**config.mk**
```make
export PLATFORM = sky130hd
export DESIGN_NAME = out_byte_uart_tx
export DESIGN_NICKNAME = d
export VERILOG_FILES = /design/src/rtl/out_byte_uart_tx.sv
export SDC_FILE = /design/constraint.sdc
export NUM_CORES = 1
export LEC_CHECK = 0
export BUFFER_PORTS_ARGS = -buffer_cell sky130_fd_sc_hd__buf_2
export CAP_MARGIN = 20
export CORE_AREA = 2 2 132 134
export CTS_CLUSTER_DIAMETER = 30
export DETAILED_ROUTE_END_ITERATION = 12
export DIE_AREA = 0 0 134 136
export GPL_TIMING_DRIVEN = 0
export PLACE_DENSITY_LB_ADDON = 0.15
export SETUP_SLACK_MARGIN = 0.02
export SLEW_MARGIN = 20
export SYNTH_ARGS = -nofsm -noshare
export SYNTH_HDL_FRONTEND = slang
export SYNTH_SLANG_ARGS = --single-unit
```
**constraint.sdc**
```tcl
create_clock -name clk -period 2.6 [get_ports clk]
set_input_delay 0.13 -clock clk [delete_from_list [all_inputs] [get_ports clk]]
set_output_delay 0.13 -clock clk [all_outputs]
set_load 0.05 [all_outputs]
```
**src/rtl/out_byte_uart_tx.sv**
```systemverilog
// out_byte_uart_tx: buffers CPU output-port bytes in a FIFO and sends them as UART frames.
// Latency: a byte_en into an empty FIFO with the line idle drives the start bit two cycles later.
// Backpressure: none toward the CPU; a byte arriving while the FIFO is full is dropped and
//   latches the sticky overflow flag.
//
// Ports:
//   clk        rising-edge system clock
//   reset_i    synchronous active-high reset
//   byte_in    byte from the CPU output port
//   byte_en    one-cycle strobe qualifying byte_in
//   ovf_clr    clears the sticky overflow flag (a drop in the same cycle wins)
//   tx         registered UART line, idle high
//   busy       frame in flight or FIFO non-empty
//   fifo_full  FIFO holds FIFO_DEPTH entries
//   fifo_count number of FIFO entries
//   overflow   sticky "a byte was dropped"
//
// Optional build macro OUT_BYTE_UART_PARITY_EN adds an even-parity bit (8E1); default is 8N1.
module out_byte_uart_tx #(
  parameter int CLKS_PER_BIT = 16,
  parameter int FIFO_DEPTH   = 16,
  parameter int FIFO_AW      = 4
) (
  input  logic             clk,
  input  logic             reset_i,
  input  logic [7:0]       byte_in,
  input  logic             byte_en,
  input  logic             ovf_clr,
  output logic             tx,
  output logic             busy,
  output logic             fifo_full,
  output logic [FIFO_AW:0] fifo_count,
  output logic             overflow
);

  localparam logic [2:0] S_IDLE   = 3'd0;
  localparam logic [2:0] S_START  = 3'd1;
  localparam logic [2:0] S_DATA   = 3'd2;
`ifdef OUT_BYTE_UART_PARITY_EN
  localparam logic [2:0] S_PARITY = 3'd3;
`endif
  localparam logic [2:0] S_STOP   = 3'd4;

  localparam logic [15:0]      BAUD_LAST = 16'(CLKS_PER_BIT - 1);
  localparam logic [FIFO_AW:0] DEPTH     = (FIFO_AW + 1)'(FIFO_DEPTH);

  // FIFO storage and bookkeeping
  logic [7:0]         mem_q [FIFO_DEPTH];
  logic [FIFO_AW-1:0] wr_ptr_q, wr_ptr_d;
  logic [FIFO_AW-1:0] rd_ptr_q, rd_ptr_d;
  logic [FIFO_AW:0]   count_q, count_d;
  logic               ovf_q, ovf_d;

  // Serialiser state
  logic [2:0]  state_q, state_d;
  logic [7:0]  shift_q, shift_d;
  logic [2:0]  bit_cnt_q, bit_cnt_d;
  logic [15:0] baud_q, baud_d;
  logic        tx_q, tx_d;
`ifdef OUT_BYTE_UART_PARITY_EN
  logic        parity_q, parity_d;
`endif

  logic       push, drop, pop, baud_end;
  logic [7:0] rd_data;

  assign rd_data  = mem_q[rd_ptr_q];
  assign baud_end = (baud_q == BAUD_LAST);

  always_comb begin
    push = byte_en && !fifo_full;
    // A full FIFO drops the byte even if the serialiser pops this cycle:
    // fullness is judged on the registered count only.
    drop = byte_en && fifo_full;
    pop  = (state_q == S_IDLE) && (count_q != '0);

    wr_ptr_d = push ? wr_ptr_q + 1'b1 : wr_ptr_q;
    rd_ptr_d = pop  ? rd_ptr_q + 1'b1 : rd_ptr_q;
    count_d  = count_q + (FIFO_AW + 1)'(push) - (FIFO_AW + 1)'(pop);

    // Set has priority over clear so a drop is never lost.
    ovf_d = ovf_q;
    if (ovf_clr) ovf_d = 1'b0;
    if (drop)    ovf_d = 1'b1;
  end

  // tx_d is the line level for the state being entered, so tx comes straight
  // from a flop and changes exactly on the state/bit boundary.
  always_comb begin
    state_d   = state_q;
    shift_d   = shift_q;
    bit_cnt_d = bit_cnt_q;
    baud_d    = baud_end ? 16'd0 : baud_q + 16'd1;
    tx_d      = tx_q;
`ifdef OUT_BYTE_UART_PARITY_EN
    parity_d  = parity_q;
`endif
    case (state_q)
      S_IDLE: begin
        baud_d = 16'd0;
        tx_d   = 1'b1;
        if (pop) begin
          shift_d   = rd_data;
          bit_cnt_d = 3'd0;
          state_d   = S_START;
          tx_d      = 1'b0;
`ifdef OUT_BYTE_UART_PARITY_EN
          parity_d  = ^rd_data;
`endif
        end
      end
      S_START: begin
        tx_d = 1'b0;
        if (baud_end) begin
          state_d = S_DATA;
          tx_d    = shift_q[0];
        end
      end
      S_DATA: begin
        tx_d = shift_q[0];
        if (baud_end) begin
          if (bit_cnt_q == 3'd7) begin
`ifdef OUT_BYTE_UART_PARITY_EN
            state_d = S_PARITY;
            tx_d    = parity_q;
`else
            state_d = S_STOP;
            tx_d    = 1'b1;
`endif
          end else begin
            shift_d   = shift_q >> 1;
            bit_cnt_d = bit_cnt_q + 3'd1;
            tx_d      = shift_q[1];   // next bit after the shift
          end
        end
      end
`ifdef OUT_BYTE_UART_PARITY_EN
      S_PARITY: begin
        tx_d = parity_q;
        if (baud_end) begin
          state_d = S_STOP;
          tx_d    = 1'b1;
        end
      end
`endif
      S_STOP: begin
        tx_d = 1'b1;
        if (baud_end) state_d = S_IDLE;
      end
      default: begin
        state_d = S_IDLE;
        baud_d  = 16'd0;
        tx_d    = 1'b1;
      end
    endcase
  end

  always_ff @(posedge clk) begin
    if (reset_i) begin
      wr_ptr_q  <= '0;
      rd_ptr_q  <= '0;
      count_q   <= '0;
      ovf_q     <= 1'b0;
      state_q   <= S_IDLE;
      shift_q   <= 8'h00;
      bit_cnt_q <= 3'd0;
      baud_q    <= 16'd0;
      tx_q      <= 1'b1;
`ifdef OUT_BYTE_UART_PARITY_EN
      parity_q  <= 1'b0;
`endif
    end else begin
      wr_ptr_q  <= wr_ptr_d;
      rd_ptr_q  <= rd_ptr_d;
      count_q   <= count_d;
      ovf_q     <= ovf_d;
      state_q   <= state_d;
      shift_q   <= shift_d;
      bit_cnt_q <= bit_cnt_d;
      baud_q    <= baud_d;
      tx_q      <= tx_d;
`ifdef OUT_BYTE_UART_PARITY_EN
      parity_q  <= parity_d;
`endif
    end
  end

  // Storage needs no reset: pointers and count define what is valid.
  always_ff @(posedge clk) begin
    if (push) mem_q[wr_ptr_q] <= byte_in;
  end

  assign tx         = tx_q;
  assign busy       = (state_q != S_IDLE) || (count_q != '0);
  assign fifo_full  = (count_q == DEPTH);
  assign fifo_count = count_q;
  assign overflow   = ovf_q;

endmodule

```
**Yosys cells after proc, flatten, opt, wreduce, memory -nomap -nowiden**

Memory sizes are Yosys's and may differ from the RTL's. A register that Yosys moved wholly into a read port is not among the register bits.
Index checks and enable logic that the tools add are counted.
Widths: inputs -> output; s select.

- Flip-flop bits (word level): 45
- RAM bits: 128
- Input bits: 12
- Output and inout port bits: 9
- Memories: 1

Memory list:

| name | depth | width | rd ports | clocked after Yosys merged registers in | wr ports | line | RTL |
|---|---|---|---|---|---|---|---|
| mem_q | 16 | 8 | 1 | 1 | 1 | 48 | `logic [7:0] mem_q [FIFO_DEPTH];` |

- Add/sub/neg operators: 6
- Equality and inequality tests: 12
- Multiplexer cells: 25
- Bitwise gates (word level): 1
- Reduce and logical (&&, ||, !) cells: 14

Operator list:

| operator | number |
|---|---|
| $mux 3 | 8 |
| $mux 8 | 3 |
| $add 16x1->16 const B | 1 |
| $eq 16x4->1 const B | 1 |
| $pmux 8 s2 | 1 |
| $ne 2x2->1 const B | 6 |
| $pmux 3 s4 | 1 |
| $add 4x1->4 const B | 2 |
| $mux 1 | 8 |
| $mux 4 | 2 |
| $eq 3x3->1 const B | 2 |
| $pmux 3 s2 | 1 |
| $reduce_or 3->1 | 2 |
| $add 5x1->5 | 1 |
| $eq 5x5->1 const B | 1 |
| $reduce_and 5->1 | 1 |
| $reduce_bool 5->1 | 1 |
| $sub 5x1->5 | 1 |
| $reduce_and 4->1 | 1 |
| $reduce_bool 2->1 | 2 |
| $add 3x1->3 const B | 1 |
| $eq 3x1->1 const B | 1 |
| $eq 3x2->1 const B | 1 |
| $logic_and 1x1->1 | 3 |
| 6 further kinds | 6 |

**Depth between registers and ports, before layout**

- Word-level depth: 5
- Mapped depth: 15
- Mapped depth without buffers: 14

**Least setup slack after synthesis**

OpenSTA, ideal clock, no wires.

- Kind: reg2reg
- Start point: register count_q[2], in the netlist fifo_count[2]
- End point: register count_q[4], in the netlist fifo_count[4]
- Library setup time: 71 ps
- Arrival time: 2,897 ps
- Slack: -368 ps
- Cell stages (with the launch flop): 16
- Buffers on the path: 1
- Period minus slack after synthesis: 2,968 ps
- Path through: dfxtp_1 inv_1 ha_1 and4bb_2 nor2b_1 buf_2 nand2b_1 nand2_1 ha_1 inv_1 fa_1 inv_1 a21oi_1 nor2_1 or3_1 a21oi_1

- Cells in the longest elaborated chain, start to end: 5
- Elaborated cells on any way between the ends: 7
- Those cells by class: add/sub: 2; eq/ne: 1; reduce/logical: 4

RTL lines:

| item | line | RTL |
|---|---|---|
| start, declared | 51 | `logic [FIFO_AW:0] count_q, count_d;` |
| start signal, assigned | 175 | `count_q <= count_d;` |
| $eq 5x5->1 | 195 | `assign fifo_full = (count_q == DEPTH);` |
| net fifo_full | 31 | `output logic fifo_full,` |
| $logic_not 1->1 | 71 | `push = byte_en && !fifo_full;` |
| $logic_and 1x1->1 | 71 |  |
| $add 5x1->5 | 79 | `count_d = count_q + (FIFO_AW + 1)'(push) - (FIFO_AW + 1)'(pop);` |
| $sub 5x1->5 | 79 |  |

The timed path passes the listed nets, and every way through them passes these cells.
A chain may end at the register's enable or synchronous reset.

**Worst setup path in the final report**

- Start point: register count_q[3], in the netlist fifo_count[3]
- End point: register count_q[4], in the netlist fifo_count[4]

- Cells in the longest elaborated chain, start to end: 5
- Elaborated cells on any way between the ends: 7
- Those cells by class: add/sub: 2; eq/ne: 1; reduce/logical: 4

RTL lines:

| item | line |
|---|---|
| $eq 5x5->1 | 195 |
| $logic_not 1->1 | 71 |
| $logic_and 1x1->1 | 71 |
| $add 5x1->5 | 79 |
| $sub 5x1->5 (*) | 79 |

Every way passes the cells marked *; elsewhere a longest branch is shown, timed or not.

==> flow_summary.toml <==
[floorplanning]
io_pins = 21
die_h_um = 136
core_um2 = 16880
start_util_pct = 43.73
die_x_um = 134
dieArea_um2 = 18220
rows = 48

[finish]
area_growth_pct = 16.16
multi_input_area_um2 = 2431
post-route-util_pct = 50.79
ff_latch_area_um2 = 4836
fillers = 1426
drive_gt1_share_pct = 27.32
stdcell_count = 774
diodes = 0
final_nets = 562

[synthesis]
synthMuxAreaShare_pct = 11.73
synth-simple-area-share_pct = 10.48
synth_compound_area_share_pct = 4.035
synth_most_common_cell = "edfxtp_1"
synthCells = 483
synth_top_family_by_area = "multiplexers"
synth-xor-area-share_pct = 2.967
seq_area_frac_synth_pct = 65.38
async_reset_ff_share_pct = 0
yosysWarnings = 0
synth_area_leaders = "edfxtp_1 52%, dfxtp_1 13%, mux4_2 9.2%, mux2i_1 2.6%, ha_1 2.2%"
syn_nets = 509
yosys.area.top_type_share_pct = 52.09
synth_top_area_cell = "edfxtp_1"
synth_fa_ha_area_share_pct = 2.475
synthTopCellsByCount = "128 x edfxtp_1, 49 x dfxtp_1, 43 x nor2_1, 30 x mux4_2, 29 x nand2_1"
synth_edf_count = 128
synthDistinctLibCells = 50
netlist_area_um2 = 7380
avgSynthCellArea_um2 = 15.28
synth_seq_cells = 177
ys.flop_type = "edfxtp_1"

[worst_setup_path]
cp-start-kind = "flip-flop"
cp-end-kind = "flip-flop"
crit_type = "flip-flop to flip-flop"
worst-endpoint-arrival_ns = 3.04
required_ns = 2.96
path_max_fanout = 3

[clocking]
htreeDepth = 4
numClockSinks = 177
cts_tree = "done"
clockRootBuffer = "clkbuf_16"
clock_latency_ns = 0.44
cts.path.max_buffers = 2
cts_buffers = 17
clk_pin_slew_ns = 0.07

[placed_design]
port_buffers = 20
dp_hpwl_um = 9740
routabilityCongestion = 0.7750
place_inst = 732

[run]
drv_cap = 0

[route]
drc = 0
firstDrtPassIters = 4
drt_iter0_markers = 329
ant_nets = 0
wl_per_cell_um = 19.44
vias = 4095
avgViaCountPerCell = 5.291
routed_wl_um = 15050

[outcome]
violations = "negative setup slack"
status = "finished with violations"

[global_routing]
antenna_found_initial = 0
overflow = 0
grt_max_degree = 18
grt_pass1_wl_um = 23050
grt_use_total_pct = 17.44
grt_pass1_vias = 4010

[sta]
tns_ns = -0.07280
fin_crit_sh_pct = 102.8
timing.hold.ws_ns = 0.06903
fin_crit_ns = 2.673
max_slew_margin_pct = 32.74
rsz0062_at_grt = "yes"
worst_pin_slew_ns = 1.005
setup_slack_ns = -0.07280
timing.fmax_mhz = 374.1
hold_viol = 0
setup_viol = 1
clock_skew_ns = 0.01020
drv_slew = 0

[power]
total_leakage_power_nw = 2.962
peakVddDrop_mv = 0.5024
power_density_nw_per_um2 = 957.8
power.total_mw = 8.210

[hold_path]
hp-class = "primary input to flip-flop"
stage by stage:
step                      cell area [µm²]  setup WS [ns]
after floorplan                      7410       -0.03216
after global placement               7791        -0.3635
after detailed placement             7841        -0.1496
after CTS                            8512       -0.04499
after global routing                 8572        -0.1584
final                                8572       -0.07280
critical path, cell delays in order, from the launching register on:
cell,delay [ns]
dfxtp_4,0.35
inv_4,0.06
ha_4,0.13
or4b_4,0.48
and3b_2,0.26
nand2b_4,0.09
nand2_4,0.05
ha_4,0.15
inv_2,0.05
fa_2,0.22
inv_2,0.04
a21oi_2,0.14
nor2_2,0.06
or3_4,0.38
a21oi_2,0.12
cells by family after synthesis:
logic type	Yosys count
AO/OA/AOI/OAI	42
adder cells (fa/ha/maj)	14
multiplexers	49
flip-flops	177
buffers and inverters	36
XOR/XNOR	25
AND/OR/NAND/NOR	140
per-layer routing:
layer  track usage [%]  part of all wire (%)  vias up  wire (µm)
met5                 0                     0        -          0
met4             6.265                   1.7        0        257
met3             4.064                   3.3       18        502
met2             27.64                    48       78       7298
met1             23.71                    46     2066       6990
li1                  -                     -     1933          -
power breakdown:
group / switching [mW] / internal, mW / total, mW / leakage, nW
logic: 1.23 / 0.991 / 2.22 / 1.11
clock network: 1.16 / 1.45 / 2.61 / 0.296
registers: 0.139 / 3.25 / 3.38 / 1.56
total: 2.52 / 5.69 / 8.21 / 2.96
layout by cell type, fill, tap and decap left out, drive strengths merged, types with 2 or more instances in the layout:
cell type,count
dlygate4sd3,2
clkbuf,25
mux2i,19
ha,13
mux4,30
and4,3
clkinv,4
xnor2,8
buf,50
a41oi,2
edfxtp,128
o31ai,2
nand4,6
o2111a,7
nand3,10
nor3,5
nand4b,2
and2,3
a21oi,13
bufinv,2
a221oi,4
nor2,57
nand2,29
and3b,2
and3,6
o21a,2
inv,19
or3,2
xor2,17
o21ai,8
nor2b,4
nor4,3
dfxtp,49
nand2b,3
path summary, 6_finish.rpt:
check	start	end	slack (ns)	cells after the start
min reg2reg	baud_q[0]	baud_q[0]	0.45	1
max reg2reg	fifo_count[3]	fifo_count[4]	-0.07	14
max	fifo_count[3]	fifo_count[4]	-0.07	14
min	byte_in[7]	mem_q[2][7]	0.07	1
sequential cells by signal, summed over array words and instances (netlist names), named ones only:
| signal | flops |
|---|---|
| baud_q | 16 |
| bit_cnt_q | 3 |
| fifo_count | 5 |
| mem_q | 128 |
| overflow | 1 |
| rd_ptr_q | 4 |
| shift_q | 8 |
| state_q | 3 |
| tx | 1 |
| wr_ptr_q | 4 |
final cells by class:
cell class,count,area share (%)
Timing Repair Buffer,35,2.540
Clock buffer,17,4.963
Clock inverter,15,1.985
Sequential cell,177,56.42
Buffer,25,1.956
Inverter,10,0.4963
Multi-Input combinational cell,270,28.36
Tap cell,225,3.284
timing repair:
action | CTS | global route
hold buffers | 2 | 0
endpoints found under the setup margin | 1 | 13
setup buffers | 3 | 6
cloned | 0 | 0
hold endpoints to repair | 1 | 0
pin swaps | 1 | 6
gates resized for setup | 6 | 9
Power figures use the tool's default switching activity.
